===== src/rtl/shift_sequencer_pkg.sv =====
// Shared definitions for the shift sequencer: sizes, register mode codes,
// FSM state encoding, latched command payload and the shift-count clamp.
package shift_sequencer_pkg;

    localparam int unsigned WIDTH     = 4;
    localparam int unsigned CNT_W     = 3;
    localparam int unsigned MAX_SHIFT = 4;

    // Register mode selects, packed as {S0,S1}
    localparam logic [1:0] MODE_HOLD = 2'b00;
    localparam logic [1:0] MODE_SHR  = 2'b01;
    localparam logic [1:0] MODE_SHL  = 2'b10;
    localparam logic [1:0] MODE_LOAD = 2'b11;

    typedef enum logic [1:0] {
        ST_IDLE    = 2'd0,
        ST_LOAD    = 2'd1,
        ST_SHIFT   = 2'd2,
        ST_CAPTURE = 2'd3
    } state_e;

    // Command fields held for the duration of one operation
    typedef struct packed {
        logic [WIDTH-1:0] word;
        logic             dir;
        logic             fill;
    } cmd_t;

    // Limit a requested shift count to MAX_SHIFT
    function automatic logic [CNT_W-1:0] clamp_count(input logic [CNT_W-1:0] c);
        return (c > CNT_W'(MAX_SHIFT)) ? CNT_W'(MAX_SHIFT) : c;
    endfunction

endpackage


===== src/rtl/shift_sequencer.sv =====
// Control stage for the 4-bit universal shift register: accepts a command on
// a valid/ready handshake, parallel-loads the word, shifts it N times, then
// captures the register output and pulses done.
//
// Ports:
//   clk, clear                 clock, asynchronous active-low reset
//   cmd_valid / cmd_ready      command handshake
//   cmd_word, cmd_dir,
//   cmd_count, cmd_fill        command payload (dir 0 = right, 1 = left)
//   reg_q                      register feedback {A3,A2,A1,A0}
//   S0, S1                     register mode selects
//   par_out                    register parallel inputs I3..I0
//   shift_right, shift_left    register serial inputs (MSB side / LSB side)
//   busy, done, result         status and captured value
module shift_sequencer
    import shift_sequencer_pkg::*;
(
    input  logic             clk,
    input  logic             clear,
    input  logic             cmd_valid,
    output logic             cmd_ready,
    input  logic [WIDTH-1:0] cmd_word,
    input  logic             cmd_dir,
    input  logic [CNT_W-1:0] cmd_count,
    input  logic             cmd_fill,
    input  logic [WIDTH-1:0] reg_q,
    output logic             S0,
    output logic             S1,
    output logic [WIDTH-1:0] par_out,
    output logic             shift_right,
    output logic             shift_left,
    output logic             busy,
    output logic             done,
    output logic [WIDTH-1:0] result
);

    state_e           state_q, state_d;
    cmd_t             cmd_q, cmd_d;
    logic [CNT_W-1:0] cnt_q, cnt_d;
    logic [WIDTH-1:0] result_d;
    logic             done_d;
    logic [1:0]       mode_d;
    logic [WIDTH-1:0] par_d;
    logic             shr_d, shl_d;
    logic             busy_d, ready_d;
    logic             ready_q;

    // Ready is suppressed while reset is asserted
    assign cmd_ready = ready_q & clear;

    // State, latched command, counter and registered outputs
    always_ff @(posedge clk or negedge clear) begin
        if (!clear) begin
            state_q     <= ST_IDLE;
            cmd_q       <= '0;
            cnt_q       <= '0;
            S0          <= 1'b0;
            S1          <= 1'b0;
            par_out     <= '0;
            shift_right <= 1'b0;
            shift_left  <= 1'b0;
            busy        <= 1'b0;
            ready_q     <= 1'b1;
            done        <= 1'b0;
            result      <= '0;
        end else begin
            state_q     <= state_d;
            cmd_q       <= cmd_d;
            cnt_q       <= cnt_d;
            S0          <= mode_d[1];
            S1          <= mode_d[0];
            par_out     <= par_d;
            shift_right <= shr_d;
            shift_left  <= shl_d;
            busy        <= busy_d;
            ready_q     <= ready_d;
            done        <= done_d;
            result      <= result_d;
        end
    end

    // Next state plus next values of every registered output
    always_comb begin
        state_d  = state_q;
        cmd_d    = cmd_q;
        cnt_d    = cnt_q;
        result_d = result;
        done_d   = 1'b0;
        mode_d   = MODE_HOLD;
        par_d    = '0;
        shr_d    = 1'b0;
        shl_d    = 1'b0;

        case (state_q)
            ST_IDLE: begin
                if (cmd_valid) begin
                    cmd_d.word = cmd_word;
                    cmd_d.dir  = cmd_dir;
                    cmd_d.fill = cmd_fill;
                    cnt_d      = clamp_count(cmd_count);
                    state_d    = ST_LOAD;
                end
            end
            ST_LOAD: begin
                state_d = (cnt_q != '0) ? ST_SHIFT : ST_CAPTURE;
            end
            ST_SHIFT: begin
                // Entered only with cnt_q >= 1, so the decrement cannot wrap
                cnt_d = cnt_q - CNT_W'(1);
                if (cnt_q == CNT_W'(1)) begin
                    state_d = ST_CAPTURE;
                end
            end
            ST_CAPTURE: begin
                result_d = reg_q;
                done_d   = 1'b1;
                state_d  = ST_IDLE;
            end
            default: begin
                state_d = ST_IDLE;
            end
        endcase

        // Outputs follow the state being entered so they line up with it
        case (state_d)
            ST_LOAD: begin
                mode_d = MODE_LOAD;
                par_d  = cmd_d.word;
            end
            ST_SHIFT: begin
                if (cmd_d.dir) begin
                    mode_d = MODE_SHL;
                    shl_d  = cmd_d.fill;
                end else begin
                    mode_d = MODE_SHR;
                    shr_d  = cmd_d.fill;
                end
            end
            default: begin
                mode_d = MODE_HOLD;
            end
        endcase

        busy_d  = (state_d != ST_IDLE);
        ready_d = (state_d == ST_IDLE);
    end

endmodule


===== config.mk =====
export PLATFORM = sky130hd
export DESIGN_NAME = shift_sequencer
export DESIGN_NICKNAME = d
export VERILOG_FILES = /design/src/rtl/shift_sequencer_pkg.sv /design/src/rtl/shift_sequencer.sv
export SDC_FILE = /design/constraint.sdc
export NUM_CORES = 1
export LEC_CHECK = 0
export CAP_MARGIN = 30
export CELL_PAD_IN_SITES_DETAIL_PLACEMENT = 0
export CELL_PAD_IN_SITES_GLOBAL_PLACEMENT = 1
export CORE_ASPECT_RATIO = 1.75
export CORE_MARGIN = 8
export CORE_UTILIZATION = 38
export CTS_BUF_LIST = sky130_fd_sc_hd__clkbuf_4 sky130_fd_sc_hd__clkbuf_8 sky130_fd_sc_hd__clkbuf_16
export DETAILED_ROUTE_END_ITERATION = 8
export PLACE_DENSITY = 0.76
export SKIP_LAST_GASP = 1
export SLEW_MARGIN = 20
export SYNTH_ARGS = -nofsm -noshare
export SYNTH_HDL_FRONTEND = slang
export SYNTH_SLANG_ARGS = --single-unit

===== constraint.sdc =====
create_clock -name clk -period 2.4 [get_ports clk]
set_input_delay 0.36 -clock clk [delete_from_list [all_inputs] [get_ports clk]]
set_output_delay 0.36 -clock clk [all_outputs]
set_load 0.01 [all_outputs]

# After elaboration in Yosys (flattened, before gate mapping)
# Cells that the tools add are included.
totals:
  in_bits: 16
  reg_bits: 26
  elab_cells: 47
  output_inout_bits: 15
op_classes:
  reduce_logical: 6
  add_sub_neg: 1
  n_lt_le_gt_ge: 1
  n_bitwise: 1
  n_eq_ne: 7
  n_mux: 17
op_table:
  columns: ["cell", "count"]
  rows:
  - ["$mux 6", 2]
  - ["$pmux 2 s4", 1]
  - ["$eq 2x2->1 const B", 3]
  - ["$mux 1", 6]
  - ["$mux 2", 3]
  - ["$mux 3", 2]
  - ["$pmux 3 s2", 1]
  - ["$eq 2x1->1 const B", 2]
  - ["$logic_not 2->1", 2]
  - ["$mux 4", 1]
  - ["$pmux 2 s2", 1]
  - ["$reduce_bool 2->1", 2]
  - ["$eq 3x1->1 const B", 1]
  - ["$gt 3x3->1 const B", 1]
  - ["$reduce_bool 3->1", 1]
  - ["$sub 3x1->3 const B", 1]
  - ["$ne 2x2->1 const B", 1]
  - ["$reduce_and 2->1", 1]
  - ["$and 1x1->1", 1]

# Depth between registers and ports, before layout
depth:
  word_depth: 5
  ltp_mapped: 9
  depth_no_buf: 8

# Worst setup path before layout
# No wires, ideal clock.
synth_path:
  kind: "flip-flop to flip-flop"
  start: "register state_q[0]"
  end: "register S0"
  t_arrival_ps: 1725
  required_time_ps: 2271
  stages_incl_launch_ff: 10
  path_buffers: 1
  path_slack_ps: 546
  cell_sequence: "dfrtp_1 inv_1 ha_1 buf_6 inv_1 or3_1 a21boi_0 ha_1 nand2_1 o21ai_0"
synth_via:
  elab_chain_len: 4
  word_cells_on_any_way: 12
synth_rtl:
  columns: ["element", "line", "rtl"]
  rows:
  - ["from (decl)", "shift_sequencer.sv:37", "state_e state_q, state_d;"]
  - ["from (signal assigned)", "shift_sequencer.sv:67", "state_q <= state_d;"]
  - ["$eq 2x2->1, or another cell as far along", "shift_sequencer.sv:94", "case (state_q)"]
  - ["$pmux 2 s4 or $mux 6 (tied branches)", "shift_sequencer.sv:94", null]
  - ["$eq 2x2->1, or another cell as far along", "shift_sequencer.sv:125", "case (state_d)"]
  - ["$pmux 2 s2 (*)", "shift_sequencer.sv:125", null]
  - ["via mode_d[1]", "shift_sequencer.sv:42", "logic [1:0] mode_d;"]
  - ["to (signal assigned)", "shift_sequencer.sv:70", "S0 <= mode_d[1];"]
  - ["to (decl)", "shift_sequencer.sv:27", "output logic S0,"]
# Mark *: on every way through the listed nets, which the timed path passes. The rest lies on a longest branch.
# A chain may end at the register's enable or synchronous reset.

# Final worst setup path
# Ends and elaborated chain as after synthesis.

==> summary.txt <==
Logic synthesis
  • Syn Inst Count: between 100 and 150
  • Synth warnings: 0
  • Ys flop type: dfrtp_1
  • Yosys cell types: 32
  • #FFs+latches synth: 26
  • Post-synth ARST share: between 90% and 100%
  • Number of synthesized flops with an enable pin: 0
  • Mapped Nets: about 130
  • Post-synthesis sequential area ratio: a little over half
  • Post-Syn Area: roughly 1200 µm²
  • Post-Syn Area per Cell: between 10 and 15 µm²

STA
  • Worst rel slew slack: approximately three quarters
  • Tmin final: 2.110 ns
  • Max Fclk: 474.0 MHz
  • Final setup viols: 0
  • Count of pins over their slew limit: 0
  • Post-route setup slack: 0.2904 ns
  • RSZ-0062 raised after global routing: no
  • Setup Skew: roughly 0.0069 ns
  • Slew @ Worst Pin: ~0.37 ns
  • Post-route clock period utilization: between 80% and 90%
  • Final hold vios: 0
  • Setup tns final: 0 ns

Drt
  • DRC viols: 0
  • Iteration-0 DRC Markers: 5
  • Via Count: between 800 and 900
  • Pre-Repair DR Iteration Count: 3
  • Final antenna-violating net count: 0
  • Via density: 4.781
  • Wire length per cell: ~15 µm
  • Final wirelength: 2583 µm

Floorplan
  • Core Region: approximately 3100 µm²
  • Top Ports: 31
  • Starting Density: approximately 40%
  • Die footprint: between 5000 and 6000 µm²
  • FP Rows: 27
  • Die span in x: roughly 59 µm
  • Die H: 91.80 µm

CTS
  • CTS H-Tree Depth: 1
  • Clk_lat worst skew: around 0.27 ns
  • CTS Buf Count: 3
  • Postcts setup bufs: 0
  • Hold buffers post-CTS: 0
  • CTS tree: built
  • TritonCTS Sinks: 26
  • Clock Path Buffers: 2
  • CTS root buf: clkbuf_8
  • Worst-path clk slew: roughly 0.090 ns
  • Post-CTS resize count: 0

Critical path
  • Worst R2R Setup Slack: around 0.29 ns
  • Worst setup startpoint: state_q[0]$_DFF_PN0_
  • Nature of the critical path endpoint: flop
  • Crit path DAT: 2.30 ns
  • Reg-to-reg critical path endpoint: S0$_DFF_PN0_
  • Setup crit start kind: flop
  • Capture point of the worst path: S0$_DFF_PN0_
  • Worst Path Required: 2.59 ns
  • Crit Path Category: flop to flop
  • Critical path fanouts, max: 11
  • R2R depth: 8
  • Worst r2r src: state_q[0]$_DFF_PN0_

Pwr
  • Overall power: ~2100 µW
  • Worst vdd ir: 632.1 µV
  • Seq pwr share: 36.1%
  • Combinational Power Share: approximately half
  • NetSw: about 730 µW
  • Lkg Pwr: around 0.00073 µW
  • Clock share of power: ~13%
  • Pwr/cell area: between 1000 and 1500 nW/µm²
  • Sw frac: 35.60%
  • Cell Int Power: 1324 µW

Global route
  • Overall track demand over capacity in global routing: 10.42%
  • Initial antenna violation count: 0
  • GR Overflow Total: 0
  • Largest net degree at the start of global routing: 27
  • First-pass GRT wire length: ~4300 µm
  • Vias in the first global route: 900

Layout
  • Area delta synth->final: 31.90%
  • Non-Filler Instances: about 180
  • Final instance area: roughly 1600 µm²
  • Ant. Diodes: 0
  • Layout cells sized above 1: 14.07%
  • Nets: ~160

Flow run
  • Max Cap Violations: 0

Placed design
  • Post-place instance area: between 1500 and 2000 µm²
  • Port bufs: 30
  • Post-DP HPWL: about 2100 µm
  • GPL Wtd Cong: around 0.84
  • Placed Cells: 174
  • Post-Place Setup Slack: around 0.33 ns

Outcome
  • Outcome: completed

Worst hold path
  • HP Class: input port to async pin
-- cells in the mapped netlist, types with 2 or more instances --
cell type	count	area (µm²)
nand2_1	3	11.26
dfrtp_1	25	625.6
inv_1	8	30.03
o21ai_0	9	45.04
nor2b_1	3	18.77
buf_6	2	22.52
a21boi_0	3	22.52
nand3_1	2	10.01
ha_1	10	125.1
and2_1	4	25.02
nand2b_1	2	12.51
a21oi_1	3	15.01
mux2_2	5	56.30
mux2_4	4	60.06
-- cell families after synthesis --
logic type	Yosys count	synth area share [%]
AND/OR/NAND/NOR	22	12.24
buffers and inverters	11	4.613
multiplexers	10	10.13
AO/OA/AOI/OAI	21	10.03
adder cells (fa/ha/maj)	10	10.03
XOR/XNOR	1	0.7022
flip-flops	26	52.26
-- layout by cell type, fill, tap and decap left out, types with 2 or more instances in the layout --
cell,instances
buf_4,3
and2_1,4
a21boi_0,3
inv_1,8
nand2b_1,2
nor2b_1,3
ha_1,10
nand2_1,3
mux2_4,4
mux2_2,5
a21oi_1,3
nand3_1,2
clkdlybuf4s50_1,30
dfrtp_1,25
clkbuf_8,3
o21ai_0,9
-- worst max-delay path, cell delays in order, from the launching register on --
cell     delay (ns)
dfrtp_1        0.45
inv_1          0.11
ha_1           0.38
a22oi_1        0.14
o21ai_0        0.23
o21ai_0        0.18
ha_1           0.33
nand2_1        0.06
o21ai_0        0.15
-- flip-flops by register name, indices dropped and copies added (netlist names), 2 cells and up --
signal	cells
state_q	2
cmd_q	6
par_out	4
cnt_q	3
result	4
-- final cells by class --
| type | count | area [µm²] |
|---|---|---|
| Fill cell | 301 | 1496 |
| Sequential cell | 26 | 651.9 |
| Clock buffer | 4 | 48.80 |
| Multi-Input combinational cell | 64 | 538.0 |
| Timing Repair Buffer | 33 | 322.8 |
| Inverter | 8 | 30.03 |
| Tap cell | 43 | 53.80 |
-- worst min-delay path by stage --
| stage | endpoint | slack [ns] | depth (start not counted) |
|---|---|---|---|
| final | done$_DFF_PN0_ | 0.48 | 2 |
| after global routing | cmd_q[5]$_DFF_PN0_ | 0.51 | 1 |
| after CTS | cnt_q[1]$_DFFE_PN0P_ | 0.49 | 2 |
| after detailed placement | cmd_q[4]$_DFF_PN0_ | 0.48 | 1 |
| after global placement | cmd_q[3]$_DFF_PN0_ | 0.47 | 1 |
| after floorplan | S0$_DFF_PN0_ | 0.06 | 0 |
-- power groups by stage --
stage / registers (µW) / clock network, µW / logic [µW]
after detailed placement: 757 / 0 / 1080
after CTS: 746 / 265 / 1080
final: 743 / 256 / 1060
after global routing: 765 / 285 / 1190
after floorplan: 773 / 0 / 662
after global placement: 743 / 0 / 1050
-- through the flow --
| step | hold WS [ns] | utilization [%] |
|---|---|---|
| final | 0.4778 | 52.37 |
| after global routing | 0.5118 | 52.37 |
| after CTS | 0.4891 | 52.37 |
| after detailed placement | 0.4798 | 50.82 |
| after global placement | 0.4732 | 50.82 |
| after floorplan | 0.06441 | - |
-- metal layers --
metal  GRT usage [%]  vias to the layer above  part of all wire, %
li1                -                      414                    -
met1           10.31                      406                   38
met2           18.48                       25                   54
met3           2.238                        6                  5.1
met4           6.627                        0                  2.9
met5               0                        -                    0
No activity file was read; power rests on OpenSTA's default activity.
